$ cat src/rtl/spi_regfile.sv
// SPI mode-0 peripheral decoding write frames into NUM_REGS x DATA_W config registers.
// Define SPI_READBACK_EN to build the register readback shifter on cipo.
module spi_regfile #(
  parameter int DATA_W   = 8,
  parameter int ADDR_W   = 7,
  parameter int NUM_REGS = 5,
  parameter logic [NUM_REGS*DATA_W-1:0] RESET_VAL = '0
) (
  input  logic                         clk,
  input  logic                         rst,
  input  logic                         sclk,
  input  logic                         ncs,
  input  logic                         copi,
  output logic                         cipo,
  output logic                         cipo_oe,
  output logic [NUM_REGS*DATA_W-1:0]   regs_out,
  output logic [NUM_REGS-1:0]          wr_strobe,
  output logic                         frame_err
);
  localparam int FRAME_LEN = 1 + ADDR_W + DATA_W;
  localparam int CNT_W     = $clog2(FRAME_LEN + 2);
  localparam logic [CNT_W-1:0]  CNT_FULL = CNT_W'(FRAME_LEN);
  localparam logic [CNT_W-1:0]  CNT_OVR  = CNT_W'(FRAME_LEN + 1);
  localparam logic [ADDR_W:0]   NREGS_A  = (ADDR_W+1)'(NUM_REGS);

  typedef enum logic [1:0] {IDLE, SHIFT, OVERRUN} state_t;

  // [0]/[1] synchroniser, [2] history for edge detection
  logic [2:0] sclk_q, ncs_q, copi_q;
  logic       sclk_rise, ncs_rise, ncs_fall;

  state_t                              state_q;
  logic [CNT_W-1:0]                    cnt_q;
  logic [FRAME_LEN-1:0]                sr_q;
  logic                                skip_q;
  logic [1:0]                          flush_q;
  logic [NUM_REGS-1:0][DATA_W-1:0]     regs_q;
  logic [NUM_REGS-1:0]                 strobe_q, strobe_d;
  logic                                err_q, err_d;
  logic                                commit;
  logic                                frm_rw;
  logic [ADDR_W-1:0]                   frm_addr;
  logic [DATA_W-1:0]                   frm_data;

  assign sclk_rise = sclk_q[1] & ~sclk_q[2];
  assign ncs_rise  = ncs_q[1]  & ~ncs_q[2];
  assign ncs_fall  = ~ncs_q[1] &  ncs_q[2];

  assign frm_rw   = sr_q[FRAME_LEN-1];
  assign frm_addr = sr_q[DATA_W +: ADDR_W];
  assign frm_data = sr_q[DATA_W-1:0];
  assign commit   = ncs_rise && !skip_q && (state_q != IDLE);

  always_comb begin
    strobe_d = '0;
    err_d    = 1'b0;
    if (commit) begin
      if (cnt_q != CNT_FULL)
        err_d = 1'b1;
      else if (frm_rw && ({1'b0, frm_addr} < NREGS_A))
        for (int i = 0; i < NUM_REGS; i++)
          strobe_d[i] = (frm_addr == ADDR_W'(i));
    end
  end

  // skip_q swallows a frame interrupted by reset: the synchroniser reloads ncs=1,
  // so a still-low pin looks like a fresh fall that must not start a frame.
  always_ff @(posedge clk) begin
    if (rst) begin
      sclk_q   <= 3'b000;
      ncs_q    <= 3'b111;
      copi_q   <= 3'b000;
      state_q  <= IDLE;
      cnt_q    <= '0;
      sr_q     <= '0;
      skip_q   <= 1'b1;
      flush_q  <= 2'b11;
      regs_q   <= RESET_VAL;
      strobe_q <= '0;
      err_q    <= 1'b0;
    end else begin
      sclk_q   <= {sclk_q[1:0], sclk};
      ncs_q    <= {ncs_q[1:0],  ncs};
      copi_q   <= {copi_q[1:0], copi};
      flush_q  <= {flush_q[0], 1'b0};
      strobe_q <= strobe_d;
      err_q    <= err_d;
      for (int i = 0; i < NUM_REGS; i++)
        if (strobe_d[i]) regs_q[i] <= frm_data;

      if (ncs_rise) begin
        state_q <= IDLE;
        skip_q  <= 1'b0;
      end else if (skip_q) begin
        if (flush_q == 2'b00 && ncs_q[1] && ncs_q[2]) skip_q <= 1'b0;
      end else begin
        case (state_q)
          IDLE: if (ncs_fall) begin
            state_q <= SHIFT;
            cnt_q   <= '0;
          end
          SHIFT: if (sclk_rise) begin
            if (cnt_q == CNT_FULL) begin
              state_q <= OVERRUN;
              cnt_q   <= CNT_OVR;
            end else begin
              // history copy of copi settled at least a cycle before the edge
              sr_q  <= {sr_q[FRAME_LEN-2:0], copi_q[2]};
              cnt_q <= cnt_q + CNT_W'(1);
            end
          end
          default: ;
        endcase
      end
    end
  end

  assign regs_out  = regs_q;
  assign wr_strobe = strobe_q;
  assign frame_err = err_q;

`ifdef SPI_READBACK_EN
  localparam logic [CNT_W-1:0] CNT_HDR = CNT_W'(1 + ADDR_W);

  logic              sclk_fall;
  logic [DATA_W-1:0] osr_q, rd_val;
  logic [ADDR_W-1:0] hdr_addr;

  assign sclk_fall = ~sclk_q[1] & sclk_q[2];
  assign hdr_addr  = sr_q[ADDR_W-1:0];

  always_comb begin
    rd_val = '0;
    for (int i = 0; i < NUM_REGS; i++)
      if (hdr_addr == ADDR_W'(i)) rd_val = regs_q[i];
  end

  // Load on the falling edge after the header so the MSB is ready for the first data rise;
  // shifting zeros in leaves cipo low once the data field is exhausted.
  always_ff @(posedge clk) begin
    if (rst || ncs_rise) begin
      osr_q <= '0;
    end else if (sclk_fall && !skip_q && state_q == SHIFT) begin
      if (cnt_q == CNT_HDR)
        osr_q <= sr_q[ADDR_W] ? '0 : rd_val;
      else if (cnt_q > CNT_HDR)
        osr_q <= {osr_q[DATA_W-2:0], 1'b0};
    end
  end

  assign cipo    = osr_q[DATA_W-1];
  assign cipo_oe = ~ncs_q[1];
`else
  assign cipo    = 1'b0;
  assign cipo_oe = 1'b0;
`endif

endmodule

$ cat config.mk
export PLATFORM = sky130hd
export DESIGN_NAME = spi_regfile
export DESIGN_NICKNAME = d
export VERILOG_FILES = /design/src/rtl/spi_regfile.sv
export SDC_FILE = /design/constraint.sdc
export NUM_CORES = 1
export LEC_CHECK = 0
export ABC_AREA = 1
export ABC_CLOCK_PERIOD_IN_PS = 1800
export CAP_MARGIN = 25
export CORE_ASPECT_RATIO = 0.8
export CORE_MARGIN = 4
export CORE_UTILIZATION = 25
export CTS_CLUSTER_DIAMETER = 120
export DETAILED_ROUTE_END_ITERATION = 10
export REMOVE_ABC_BUFFERS = 1
export SETUP_SLACK_MARGIN = 0.05
export SLEW_MARGIN = 20
export SYNTH_ARGS = -nofsm -noshare
export SYNTH_HDL_FRONTEND = slang
export SYNTH_SLANG_ARGS = --single-unit
$ cat constraint.sdc
create_clock -name clk -period 1.8 [get_ports clk]
set_input_delay 0.18 -clock clk [delete_from_list [all_inputs] [get_ports clk]]
set_output_delay 0.18 -clock clk [all_outputs]
set_load 0.02 [all_outputs]
* Yosys cells after proc, flatten, opt, wreduce, memory -nomap -nowiden
Index checks and enable logic that the tools add are counted.
Word-level totals: register bits 81, bits of input ports 5, output and inout port bits 48
Operators by class: bitwise operators 10, add/sub/neg operators 1, order comparisons 1, equality and inequality tests 10, multiplexer cells 16, reduce and logical (&&, ||, !) cells 16
Operators by type and width (number):
- $mux W5 | 6
- $reduce_and A5 Y1 | 3
- $eq A7 B2 Y1 const B | 2
- $pmux W5 S2 | 1
- $eq A7 B1 Y1 const B | 1
- $eq A7 B3 Y1 const B | 1
- $logic_not A7 Y1 | 1
- $lt A7 B3 Y1 const B | 1
- $not A1 Y1 | 7
- $mux W2 | 3
- $ne A2 B2 Y1 const B | 3
- $add A5 B1 Y5 const B | 1
- $eq A5 B5 Y1 const B | 1
- $logic_and A1 B1 Y1 | 5
- $mux W1 | 5
- $ne A5 B5 Y1 const B | 1
- $logic_not A2 Y1 | 2
- $pmux W2 S2 | 1
- $reduce_bool A2 Y1 | 2
- $reduce_or A2 Y1 | 2
- $and A1 B1 Y1 | 3
- $eq A2 B1 Y1 const B | 1
- $logic_not A1 Y1 | 1

* Depth between registers and ports, before layout
depth after elaboration 6, depth in mapped cells 11, depth with buffers taken out 11

* Worst setup path before layout
No wires, ideal clock.
path kind register to register, start register cnt_q[0], end register sr_q[0], period minus slack after synthesis 1467 ps, data required time 1682 ps, cell stages (with the launch flop) 10, arrival time 1349 ps, buffers on the path 1, slack 333 ps, path through dfxtp_1 inv_1 ha_1 nand2_1 clkinv_1 nand2_4 nand2_1 clkbuf_1 nor3_1 nor2_1
Between the ends: word-level cells in the longest chain between the ends 3
Ends and longest elaborated chain:
- start: declaration | RTL line 33 | logic [CNT_W-1:0] cnt_q;
- start signal: assignment | RTL line 109 | cnt_q <= cnt_q + CNT_W'(1);
- $eq A5 B5 Y1 | RTL line 103 | if (cnt_q == CNT_FULL) begin
- $not A1 Y1 (no line)
- $reduce_and A5 Y1 (no line)
- end signal: assignment | RTL line 108 | sr_q <= {sr_q[FRAME_LEN-2:0], copi_q[2]};
- end: declaration | RTL line 34 | logic [FRAME_LEN-1:0] sr_q;
No other way between the ends. A chain may end at the register's enable or synchronous reset.

* Final worst setup path
start register cnt_q[1], end register sr_q[14]
The elaborated chain is that of the path after synthesis.

==> impl_metrics.prom <==
# TYPE chip_impl_metric gauge
chip_impl_info{name="status",value="finished, final reports clean"} 1
chip_impl_metric{name="detailed_place.area",unit="mm2"} 0.00408
chip_impl_info{name="cp_most_frequent_cell",value="nand2_1"} 1
chip_impl_metric{name="pin_count",unit=""} 53
chip_impl_metric{name="worst_hold_path.num_cells",unit=""} 3
chip_impl_info{name="grt_setup_unrepaired",value="true"} 1
chip_impl_metric{name="grt_antenna_before_repair",unit=""} 0
chip_impl_info{name="hp-class",value="input port to flop"} 1
chip_impl_metric{name="placement.setup.worst_slack",unit="ns"} 0.147
chip_impl_metric{name="synth-seq-area-share",unit=""} 0.476
chip_impl_info{name="worstReg2RegStart",value="cnt_q[1]$_SDFFE_PP0P_"} 1
chip_impl_metric{name="fin_worst_setup_slack",unit="ns"} 0.140
chip_impl_metric{name="critPathMaxFanout",unit=""} 11
chip_impl_metric{name="finalWirelength",unit="mm"} 7.44
chip_impl_metric{name="worst-endpoint-arrival",unit="ns"} 1.93
chip_impl_metric{name="power.combinational.fraction",unit=""} 0.022
chip_impl_metric{name="register_area",unit="mm2"} 0.00162
chip_impl_metric{name="total_power",unit="mW"} 3.89
chip_impl_metric{name="h-tree-depth",unit=""} 3
chip_impl_metric{name="fmax",unit="GHz"} 0.603
chip_impl_metric{name="yosysWarningCount",unit=""} 0
chip_impl_metric{name="grt_start_max_net_pins",unit=""} 59
chip_impl_metric{name="grt_usage",unit=""} 0.0960
chip_impl_metric{name="fin_area",unit="mm2"} 0.00446
chip_impl_info{name="mostFrequentLayoutCells",value="nor2_1 (117), nand2_1 (101), dfxtp_1 (80)"} 1
chip_impl_metric{name="dieArea",unit="mm2"} 0.0156
chip_impl_metric{name="timing.clock.skew",unit="ns"} 0.00545
chip_impl_metric{name="rr_worst_depth",unit=""} 10
chip_impl_metric{name="share_seq_of_total_power",unit=""} 0.466
chip_impl_info{name="crit_path_top_delay_cell",value="dfxtp_1"} 1
chip_impl_metric{name="worst_ir_drop_vdd",unit="V"} 0.000435
chip_impl_info{name="ctsRootBufferMaster",value="clkbuf_16"} 1
chip_impl_metric{name="avgRoutedWirePerCell",unit="um"} 10.6
chip_impl_metric{name="antenna_cells_inserted",unit=""} 0
chip_impl_info{name="critical_path_class",value="flop to flop"} 1
chip_impl_metric{name="yosysUniqueCellTypes",unit=""} 31
chip_impl_metric{name="dr.pass1.iters",unit=""} 4
chip_impl_metric{name="p_sw_frac",unit=""} 0.204
chip_impl_metric{name="areaGrowthSynthToFinish",unit="%"} 31.0
chip_impl_metric{name="layout_worst_path_cycle_share",unit=""} 0.922
chip_impl_info{name="crit-reg2reg-capture",value="sr_q[14]$_SDFFE_PP0P_"} 1
chip_impl_metric{name="setup-violations-final",unit=""} 0
chip_impl_metric{name="drv.max_cap_violation_count",unit=""} 0
chip_impl_info{name="mostFrequentLayoutCell",value="nor2_1"} 1
chip_impl_metric{name="pwr_dens",unit="mW/mm2"} 872
chip_impl_metric{name="port_buffer_cells",unit=""} 50
chip_impl_metric{name="hpwlAfterDp",unit="mm"} 5.07
chip_impl_metric{name="drive_gt1_frac",unit=""} 0.104
chip_impl_metric{name="viasPerCell",unit=""} 3.96
chip_impl_metric{name="synthesis.area",unit="mm2"} 0.00340
chip_impl_metric{name="finalWeightedCongestion",unit=""} 0.802
chip_impl_metric{name="die_h",unit="um"} 112
chip_impl_info{name="worst_setup_path_start_kind",value="flop"} 1
chip_impl_metric{name="worst-path-buf-inv",unit=""} 3
chip_impl_metric{name="grt_pass1_wl",unit="mm"} 12.3
chip_impl_metric{name="fillCellCount",unit=""} 1318
chip_impl_metric{name="total_count_of_hold_check_failures_in_the_final_report",unit=""} 0
chip_impl_metric{name="crit_required",unit="ns"} 2.07
chip_impl_info{name="clock_tree_from_tritoncts",value="yes"} 1
chip_impl_metric{name="route.antenna.remaining_nets",unit=""} 0
chip_impl_metric{name="setup.reg_to_reg.worst_slack",unit="ns"} 0.14
chip_impl_metric{name="cellInternalPower",unit="mW"} 3.09
chip_impl_info{name="crit_path_end_kind",value="flop"} 1
chip_impl_metric{name="core_region_area",unit="mm2"} 0.0131
chip_impl_metric{name="multi_input_area",unit="mm2"} 0.00140
chip_impl_metric{name="max_slew_violation_count",unit=""} 0
chip_impl_metric{name="cts.sinks",unit=""} 81
chip_impl_metric{name="power_frac_clock",unit=""} 0.512
chip_impl_metric{name="p_switching",unit="uW"} 794
chip_impl_metric{name="synthesis.area_per_instance",unit="um2"} 7.29
chip_impl_metric{name="cts_made_buffers",unit=""} 9
chip_impl_info{name="min_from",value="copi"} 1
chip_impl_metric{name="global_route.overflow_total",unit=""} 0
chip_impl_metric{name="finish.cell_count_without_fillers",unit=""} 703
chip_impl_metric{name="drt-initial-drc-count",unit=""} 210
chip_impl_info{name="hold-path-endpoint",value="copi_q[0]$_SDFF_PP0_"} 1
chip_impl_info{name="worst_path_dominant_cell_family",value="simple AND/OR/NAND/NOR gates"} 1
chip_impl_metric{name="worst_path_largest_cell_delay",unit="ns"} 0.38
chip_impl_metric{name="timing.setup.tns",unit="ns"} 0
chip_impl_metric{name="clk-insertion-delay-late",unit="ns"} 0.33
chip_impl_metric{name="cts.reportedPaths.clkPinSlew",unit="ns"} 0.06
chip_impl_metric{name="leakagePower",unit="nW"} 2.19
chip_impl_metric{name="post_synth_inst_count",unit=""} 467
chip_impl_metric{name="dieWidth",unit="um"} 138
chip_impl_metric{name="synth-seq-cells",unit=""} 81
chip_impl_metric{name="placement_rows",unit=""} 37
chip_impl_metric{name="effective_utilization_at_floorplan",unit=""} 0.260
chip_impl_metric{name="placed_cells_incl_taps",unit=""} 682
chip_impl_metric{name="cts-hold-fix-buffers",unit=""} 0
chip_impl_metric{name="routed-via-count",unit=""} 2785
chip_impl_metric{name="number_of_global_route_vias_before_repair",unit=""} 2591
chip_impl_metric{name="drc",unit=""} 0
chip_impl_metric{name="finalCriticalPeriod",unit="ns"} 1.66
chip_impl_metric{name="max-clock-path-buffers",unit=""} 2
chip_impl_info{name="list_of_cells_traversed_by_the_critical_path",value="inv_1 > ha_1 > nand2_1 > clkinv_1 > nand2_4 > nand2_1 > nor2_2 > clkbuf_4 > o21ai_1 > a21oi_1"} 1
chip_impl_metric{name="nets_final",unit=""} 530
metal layers:
| layer | vias up | routed length [um] | global-route usage |
|---|---|---|---|
| met1 | 1221 | 3900 | 0.130 |
| li1 | 1503 | - | - |
| met3 | 7 | 314 | 0.0298 |
| met2 | 54 | 3130 | 0.144 |
| met5 | - | 0 | 0 |
| met4 | 0 | 85 | 0.0342 |
how the worst max path moves through the flow:
| stage | from | to | slack (ns) | depth (start not counted) |
|---|---|---|---|---|
| after floorplan | cnt_q[0]$_SDFFE_PP0P_ | sr_q[15]$_SDFFE_PP0P_ | -0.08 | 9 |
| after global placement | cnt_q[0]$_SDFFE_PP0P_ | sr_q[15]$_SDFFE_PP0P_ | 0.23 | 10 |
| after global routing | cnt_q[1]$_SDFFE_PP0P_ | sr_q[12]$_SDFFE_PP0P_ | 0.03 | 10 |
| final | cnt_q[1]$_SDFFE_PP0P_ | sr_q[14]$_SDFFE_PP0P_ | 0.14 | 10 |
| after CTS | cnt_q[0]$_SDFFE_PP0P_ | sr_q[15]$_SDFFE_PP0P_ | 0.12 | 10 |
| after detailed placement | cnt_q[0]$_SDFFE_PP0P_ | sr_q[15]$_SDFFE_PP0P_ | 0.15 | 10 |
power groups by stage:
| stage | registers, mW | clock network (mW) | logic [mW] |
|---|---|---|---|
| 5_1_grt | 1.81 | 2.11 | 0.0969 |
| 4_1_cts | 1.81 | 2.05 | 0.0861 |
| 6_report | 1.81 | 1.99 | 0.0843 |
| 3_5_place_dp | 1.85 | 0 | 0.0860 |
| 2_1_floorplan | 1.85 | 0 | 0.0439 |
| 3_3_place_gp | 1.85 | 0 | 0.0845 |
cell usage after synthesis:
cell      number  area [um2]
buf_4          4        30.0
nand3_2        1        10.0
nand4_4        5         106
o21ai_0       11        55.1
ha_1           2        25.0
nor2_4         1        11.3
and2_1         1        6.26
nor2_8         3        60.1
dfxtp_1       81        1620
nor4_1         1        6.26
nand2_4        1        11.3
inv_2          2        7.51
a21oi_1       12        60.1
clkinv_1       1        3.75
nand4_1        1        6.26
nor2_2         4        25.0
inv_1         68         255
xor2_1         1        8.76
nand2_1      101         379
nand2_2        5        31.3
buf_1          2        7.51
nand3_1        5        25.0
or2_2          3        18.8
nor2_1       117         439
conb_1         1        3.75
buf_2          1        5.00
o21ai_1        8        40.0
clkbuf_1       7        26.3
nand3b_1       1        7.51
nor3_1        11        55.1
buf_6          5        56.3
registers in the layout (all words and copies together), names as in the netlist:
| register | count |
|---|---|
| frame_err | 1 |
| flush_q | 2 |
| sclk_q | 3 |
| copi_q | 3 |
| cnt_q | 5 |
| ncs_q | 3 |
| regs_out | 40 |
| wr_strobe | 5 |
| skip_q | 1 |
| sr_q | 16 |
| state_q | 2 |
timing repair:
action | CTS | global route
setup buffers | 0 | 4
resized for setup | 0 | 3
setup endpoints to repair | 0 | 34
final cells by class:
class,count,area share
Tap cell,175,0.0491
Inverter,71,0.0598
Clock buffer,10,0.0536
Timing Repair Buffer,63,0.141
Sequential cell,81,0.364
Multi-Input combinational cell,297,0.313
Clock inverter,6,0.0202
logic make-up (layout without fill, tap and decap cells):
kind of cell / Yosys count / count (layout) / synth area share
adder cells (fa/ha/maj): 2 / 2 / 0.00735
AO/OA/AOI/OAI: 31 / 31 / 0.0456
buffers and inverters: 90 / 150 / 0.115
other: 1 / 2 / 0.00110
XOR/XNOR: 1 / 1 / 0.00257
AND/OR/NAND/NOR: 261 / 261 / 0.352
flip-flops: 81 / 81 / 0.476
worst reg2reg max path, stage by stage, from the launching register on:
cell and delay, ns:
dfxtp_1 0.38, inv_1 0.06, ha_1 0.18, nand2_1 0.07
clkinv_1 0.09, nand2_4 0.12, nand2_1 0.11, nor2_2 0.15
clkbuf_4 0.24, o21ai_1 0.08, a21oi_1 0.12
per-stage QoR:
stage               utilization  hold slack, ns
floorplan                     -           0.208
global placement          0.311           0.390
detailed placement        0.311           0.392
CTS                       0.336           0.348
global route              0.340           0.385
finish                    0.340           0.362
Note: power is estimated with default switching activity, not from simulation.
